## src/rtl/instr_sequencer.sv

```systemverilog
// rtl/instr_sequencer.sv - fetch/decode sequencer feeding the microcode ROM groups
module instr_sequencer #(
  parameter int         EXEC_CYCLES = 1,
  parameter logic [7:0] PC_RST      = 8'h00
) (
  input  logic       clk,
  input  logic       rst_n,
  input  logic       run,
  output logic       mem_req,
  output logic [7:0] mem_addr,
  input  logic       mem_ack,
  input  logic [7:0] mem_data,
  input  logic       stall,
  output logic [1:0] en,
  output logic [7:0] instr,
  output logic [7:0] pc,
  output logic       busy,
  output logic       halted,
  output logic       err
);

  // Countdown only needs to hold EXEC_CYCLES-1; keep at least one bit.
  localparam int            CW       = (EXEC_CYCLES > 1) ? $clog2(EXEC_CYCLES) : 1;
  localparam logic [CW-1:0] CNT_LOAD = CW'(EXEC_CYCLES - 1);

  localparam logic [2:0] st_idle    = 3'd0;
  localparam logic [2:0] st_fetch   = 3'd1;
  localparam logic [2:0] st_decode  = 3'd2;
  localparam logic [2:0] st_exec    = 3'd3;
  localparam logic [2:0] st_operand = 3'd4;
  localparam logic [2:0] st_halt    = 3'd5;

  logic [2:0]    state;
  logic [7:0]    ir;
  logic [CW-1:0] cnt;

  // Address and instruction outputs are direct register taps.
  assign mem_addr = pc;
  assign instr    = ir;

  // Sequencer state machine; every output flag is updated together with the state it belongs to.
  always_ff @(posedge clk) begin
    if (!rst_n) begin
      state   <= st_idle;
      pc      <= PC_RST;
      ir      <= 8'h00;
      cnt     <= '0;
      en      <= 2'b00;
      mem_req <= 1'b0;
      busy    <= 1'b0;
      halted  <= 1'b0;
      err     <= 1'b0;
    end else begin
      case (state)
        st_idle: begin
          if (run) begin
            state   <= st_fetch;
            mem_req <= 1'b1;
            busy    <= 1'b1;
          end
        end

        // A request, once raised, is held until acknowledged regardless of run.
        st_fetch: begin
          if (mem_ack) begin
            ir      <= mem_data;
            pc      <= pc + 8'd1;
            mem_req <= 1'b0;
            state   <= st_decode;
          end
        end

        st_decode: begin
          if (ir[7:4] <= 4'h2) begin
            // Class code 0/1/2 maps onto ROM group select 01/10/11.
            state <= st_exec;
            en    <= ir[5:4] + 2'd1;
            cnt   <= CNT_LOAD;
          end else if (ir[7:4] == 4'h3) begin
            state   <= st_operand;
            mem_req <= 1'b1;
          end else if (ir == 8'hFF) begin
            state  <= st_halt;
            busy   <= 1'b0;
            halted <= 1'b1;
          end else begin
            // Illegal opcode: flag it and continue as a NOP.
            err <= 1'b1;
            if (run) begin
              state   <= st_fetch;
              mem_req <= 1'b1;
            end else begin
              state <= st_idle;
              busy  <= 1'b0;
            end
          end
        end

        // Stall freezes the countdown with en/instr held steady.
        st_exec: begin
          if (!stall) begin
            if (cnt == '0) begin
              en <= 2'b00;
              if (run) begin
                state   <= st_fetch;
                mem_req <= 1'b1;
              end else begin
                state <= st_idle;
                busy  <= 1'b0;
              end
            end else begin
              cnt <= cnt - 1'b1;
            end
          end
        end

        // JMP target byte replaces pc outright; no increment.
        st_operand: begin
          if (mem_ack) begin
            pc <= mem_data;
            if (run) begin
              state <= st_fetch;
            end else begin
              state   <= st_idle;
              mem_req <= 1'b0;
              busy    <= 1'b0;
            end
          end
        end

        st_halt: begin
          state <= st_halt;
        end

        default: begin
          state   <= st_idle;
          en      <= 2'b00;
          mem_req <= 1'b0;
          busy    <= 1'b0;
        end
      endcase
    end
  end

endmodule
```

## config.mk

```make
export PLATFORM = sky130hd
export DESIGN_NAME = instr_sequencer
export DESIGN_NICKNAME = d
export VERILOG_FILES = /design/src/rtl/instr_sequencer.sv
export SDC_FILE = /design/constraint.sdc
export NUM_CORES = 1
export LEC_CHECK = 0
export BUFFER_PORTS_ARGS = -buffer_cell sky130_fd_sc_hd__buf_2
export CORE_MARGIN = 2
export CORE_UTILIZATION = 45
export CTS_BUF_LIST = sky130_fd_sc_hd__clkbuf_16
export DETAILED_ROUTE_END_ITERATION = 8
export PLACE_DENSITY = 0.67
export SLEW_MARGIN = 20
export SYNTH_ARGS = -nofsm -noshare
export SYNTH_HDL_FRONTEND = slang
export SYNTH_SLANG_ARGS = --single-unit
```

## constraint.sdc

```tcl
create_clock -name clk -period 1.7 [get_ports clk]
set_input_delay 0.17 -clock clk [delete_from_list [all_inputs] [get_ports clk]]
set_output_delay 0.17 -clock clk [all_outputs]
set_load 0.02 [all_outputs]
```

# ---- Word level (Yosys, flattened, before mapping)
# Index checks and enable logic that the tools add are counted.
dict set report op_classes {
  n_lt_le_gt_ge 1
  n_mul 0
  shift 0
  n_mux 40
  add_sub_neg 3
  reduce_logical 14
  n_bitwise 6
  n_div 0
  n_eq_ne 17
}
# operator count
set op_table {}
lappend op_table {{2-to-1 mux 3 bit} 8}
lappend op_table {{2-to-1 mux 1 bit} 21}
lappend op_table {{!= test 2 bit, second input constant} 9}
lappend op_table {{one-hot mux 3 bit (6 select lines)} 1}
lappend op_table {{2-to-1 mux 8 bit} 2}
lappend op_table {{one-hot mux 8 bit (2 select lines)} 1}
lappend op_table {{AND reduction 4 bit} 3}
lappend op_table {{adder 8 x 1 -> 8 bit, second input constant} 1}
lappend op_table {{equality test 8 bit, second input constant} 1}
lappend op_table {{AND reduction 8 bit} 1}
lappend op_table {{AND reduction 7 bit} 1}
lappend op_table {{equality test 3 x 2 -> 1 bit, second input constant} 2}
lappend op_table {{equality test 3 bit, second input constant} 2}
lappend op_table {{2-to-1 mux 2 bit} 3}
lappend op_table {{inverter 1 bit} 6}
lappend op_table {{one-hot mux 1 bit (6 select lines)} 1}
lappend op_table {{one-hot mux 2 bit (3 select lines)} 1}
lappend op_table {{AND reduction 3 bit} 2}
lappend op_table {{one-hot mux 1 bit (5 select lines)} 1}
lappend op_table {{AND reduction 5 bit} 1}
lappend op_table {{equality test 4 x 2 -> 1 bit, second input constant} 1}
lappend op_table {{less-or-equal comparator 4 x 2 -> 1 bit, second input constant} 1}
lappend op_table {{nonzero test 2 bit} 2}
lappend op_table {{OR reduction 4 bit} 1}
lappend op_table {{8 further kinds} 8}
dict set report totals {
  in_bits 13
  mem_count 0
  register_bits 26
  ram_bits 0
  output_inout_bits 30
  elab_cells 90
  latchBits 0
  rom_bits 0
}

# ---- Depth between registers and ports, before layout
dict set report depth {
  depth_word 5
  ltp_mapped 6
}

# ---- Worst setup path after synthesis
# No wires, ideal clock.
dict set report synth_path {
  path_type {flip-flop to flip-flop}
  from {reg ir[5], in the netlist instr[5]}
  to {reg err}
  path_buffers 0
  setup_slack_ns 0.092
  arrival_time_ns 1.494
  period_less_slack_ns 1.608
  setup_time_ns 0.115
  t_required_ns 1.585
  stages_incl_launch_ff 6
  cell_sequence {dfxtp_1 ha_1 or3b_2 nand2_1 nor2_1 o21a_1}
}
dict set report synth_between {
  elab_chain_len 3
  elab_cells_between_ends 7
  classes_between {order compare: 1; eq/ne: 2; bitwise: 3; reduce/logical: 1}
}
# element line_no
set synth_rtl {}
lappend synth_rtl {{start: declaration} 34} ;# logic [7:0] ir;
lappend synth_rtl {{start signal: assignment} 66} ;# ir <= mem_data;
lappend synth_rtl {{less-or-equal comparator 4 x 2 -> 1 bit, or another cell as far along} 74} ;# if (ir[7:4] <= 4'h2) begin
lappend synth_rtl {{inverter 1 bit (no source line)} --}
lappend synth_rtl {{AND reduction 4 bit (no source line) *} --}
lappend synth_rtl {{end signal: assignment} 52} ;# err <= 1'b0;
lappend synth_rtl {{end signal: assignment} 88} ;# err <= 1'b1;
lappend synth_rtl {{end: declaration} 19} ;# output logic err
# Mark *: on every way between the ends. The rest lies on a longest branch, timed or not.
# A chain may end at the register's enable or synchronous reset.

# ---- Final worst setup path
dict set report layout_path {
  from {reg ir[5], in the netlist instr[5]}
  to {reg state[2]}
}
dict set report layout_between {
  elab_chain_len 5
  elab_cells_between_ends 7
  classes_between {order compare: 1; eq/ne: 2; mux: 4}
}
# element line_no
set layout_rtl {}
lappend layout_rtl {{equality test 8 bit} 82} ;# end else if (ir == 8'hFF) begin
lappend layout_rtl {{2-to-1 mux 3 bit} 82}
lappend layout_rtl {{2-to-1 mux 3 bit} 79} ;# end else if (ir[7:4] == 4'h3) begin
lappend layout_rtl {{2-to-1 mux 3 bit *} 74}
lappend layout_rtl {{one-hot mux 3 bit (6 select lines) *} 54} ;# case (state)
lappend layout_rtl {{end signal: assignment} 76} ;# state <= st_exec;
lappend layout_rtl {{end signal: assignment} 80} ;# state <= st_operand;
lappend layout_rtl {{end signal: assignment} 83} ;# state <= st_halt;
lappend layout_rtl {{end: declaration} 33} ;# logic [2:0] state;
# Marked as above.

==> results.yml <==
outcome:
  status: "completed"
sta:
  finalHoldViolCount: 0
  rsz0062_at_grt: "yes"
  relSlewSlack_pct: 70.19
  max_freq_mhz: 626.1
  skew_ps: 1.536
  period_minus_slack_ps: 1597
  worstMarginPinSlew_ps: 445.7
  period_share_pct: 93.95
  setup_violations: 0
  timing.final.max_slew_violations: 0
worst_setup_path:
  r2r_setup_slack_ps: 100
  cp.arrival_ps: 1800
  crit_required_ps: 1900
  endpoint_kind: "flip-flop"
  crit_fanout: 6
  criticalPathCategory: "flip-flop to flip-flop"
  reg2reg_from: "instr[5]"
  reg2reg_to: "state[2]"
  reg2reg_depth: 5
  start_kind: "flip-flop"
clocking:
  cts_max_path_buffers: 2
  cts_tree: "built"
  postCtsHoldBufs: 0
  clkSlewWorstSetupHoldPaths_ps: 70
  clkSinkCount: 25
  h-tree-depth: 1
  insertion_delay_ps: 260
  clockRootBuffer: "clkbuf_16"
  cts_buffers: 3
floorplan:
  rows: 21
  start_util_pct: 46.10
  die_h_um: 62
  die_x_um: 62
  io_pins: 43
  core-area_mm2: 0.003284
  dieArea_mm2: 0.003844
synthesis:
  synth_top_area_cell: "dfxtp_1"
  synth_edf_count: 0
  yosysTopAreaCellShare_pct: 33.06
  ys_ff_latch: 25
  async_reset_ff_share_pct: 0
  yosys_warnings: 0
  synth_ff_type: "dfxtp_1"
  synth.avg_cell_area_um2: 7.724
  ys_seq_area_share_pct: 33.06
  yosysMostFrequentCell: "nand2_1"
  syn_nets: 212
  synth_common_cells: "nand2_1 (31), dfxtp_1 (25), a21oi_1 (19)"
  ys_types: 48
  syn-instance-count: 196
  synth_area_leaders: "dfxtp_1 (33%), nand2_1 (7.7%), a21oi_1 (6.3%)"
  synth_area_mm2: 0.001514
drt:
  drt-vias-per-instance: 5.525
  dr_total_vias: 1547
  drt-pass1-iter-count: 4
  drc: 0
  ant_nets: 0
  drtIter0Drc: 84
  wl_per_cell_um: 13.28
  wl_mm: 3.719
power:
  leakagePower_nw: 0.7716
  clockPowerShare_pct: 37.0
  switchingPower_uw: 421.2
  switching_share_pct: 28.70
  pwr-share-seq_pct: 43.9
  pwr-share-comb_pct: 19.1
  power_density_mw_per_mm2: 802.4
  p_int_mw: 1.047
  ir_drop_mv: 0.5055
grt:
  antenna_found_initial: 0
  grt_overflow: 0
  grt_pass1_vias: 1304
  grt_max_degree: 19
  grt_pass1_wl_mm: 5.892
  track_usage_pct: 20.47
finish:
  drive_gt1_share_pct: 26.92
  final_nets: 251
  finalInstanceArea_mm2: 0.001829
  syn_to_final_growth_pct: 20.83
  insertedDiodeCount: 0
  fin_cells: 280
  num-fill-cells: 331
placement:
  gp_congestion: 0.8355
  dpl-instance-area_mm2: 0.001745
  place_hpwl_mm: 2.733
  io_buffers: 42
  placed_cells: 276
worst_hold_path:
  min_path_cells: 3
  holdCritPathClass: "input port to flip-flop"
  min_to: "instr[3]"
  hold_start: "mem_data[3]"
run:
  maxCapViolations: 0
[power by group through the flow]
stage	combinational, mW	sequential [mW]	clock [mW]
final	0.280	0.644	0.543
after global routing	0.311	0.649	0.575
after CTS	0.280	0.644	0.552
after detailed placement	0.279	0.657	0
after global placement	0.279	0.656	0
after floorplan	0.171	0.673	0
[per-layer routing]
layer / GRT usage [%] / up-vias / part of all wire (%)
met2: 33.93 / 57 / 47
met1: 27.31 / 718 / 47
met5: 0 / - / 0
li1: - / 770 / -
met3: 2.692 / 2 / 5.6
met4: 6.991 / 0 / 0.73
[registers in the layout (all words and copies together) (netlist names)]
| register | flops |
|---|---|
| state | 3 |
| busy | 1 |
| instr | 8 |
| halted | 1 |
| mem_req | 1 |
| err | 1 |
| en | 2 |
| mem_addr | 8 |
[cell usage in the layout, fill, tap and decap left out, types with 4 or more instances in the layout]
cell type | synthesis | layout
o21a_1 | 4 | 4
nand2b_1 | 4 | 4
nand2_1 | 31 | 31
or3_1 | 4 | 4
buf_2 | 8 | 42
nor3_1 | 6 | 6
a21oi_1 | 19 | 19
nor2_1 | 9 | 9
o21ai_0 | 8 | 8
nand3_1 | 7 | 7
dfxtp_1 | 25 | 24
a211oi_1 | 6 | 6
inv_1 | 8 | 8
buf_4 | 10 | 11
[area by class of cell]
| cell class | count | area [um^2] | share of cell area [%] |
|---|---|---|---|
| multi-input combinational | 143 | 860.8 | 47.06 |
| sequential | 25 | 501.7 | 27.43 |
| tap | 46 | 57.56 | 3.146 |
| inverter | 9 | 33.78 | 1.847 |
| clock inverter | 1 | 7.507 | 0.4104 |
| timing repair buffer | 53 | 292.8 | 16.01 |
| clock buffer | 3 | 75.07 | 4.104 |
[worst max-delay path: stages, from the launching register on]
cell,delay (ps)
dfxtp_1,420
ha_1,230
nand4_1,120
or2_2,370
a211oi_1,260
o21a_1,150
[kinds of logic after synthesis]
family	Yosys count	share of synthesized area, %
compound gates	58	25.62
xor+xnor	1	0.5786
fa+ha+maj	3	2.480
buf+inv	28	10.08
simple gates	78	26.20
flops	25	33.06
mux	3	1.984
[per-stage QoR]
| stage | hold WS (ps) | setup TNS (ps) | setup slack, ps | util (%) | power [mW] |
|---|---|---|---|---|---|
| 3_5_place_dp | 435.6 | 0 | 111.4 | 53.14 | 0.9363 |
| 3_3_place_gp | 432.9 | 0 | 124.4 | 53.14 | 0.9356 |
| 6_report | 160.2 | 0 | 102.9 | 55.70 | 1.468 |
| 2_1_floorplan | 306.0 | 0 | 91.79 | - | 0.8442 |
| 4_1_cts | 157.5 | 0 | 93.46 | 55.66 | 1.476 |
| 5_1_grt | 170.8 | -25.29 | -14.19 | 55.70 | 1.535 |
[worst max path at each step]
stage              from        to  slack (ps)  cells past startpoint
6_report       instr[5]  state[2]         100                      5
2_1_floorplan  instr[5]       err          90                      5
5_1_grt        instr[4]     en[0]         -10                      7
3_5_place_dp   instr[5]       err         110                      5
3_3_place_gp   instr[5]   mem_req         120                      5
4_1_cts        instr[5]   mem_req          90                      5
[what timing repair did]
| item | in CTS | in global routing |
|---|---|---|
| buffers inserted | 0 | 0 |
| gates resized for setup | 0 | 1 |
| endpoints found under the setup margin | 0 | 5 |
(Power assumes the default switching activity.)
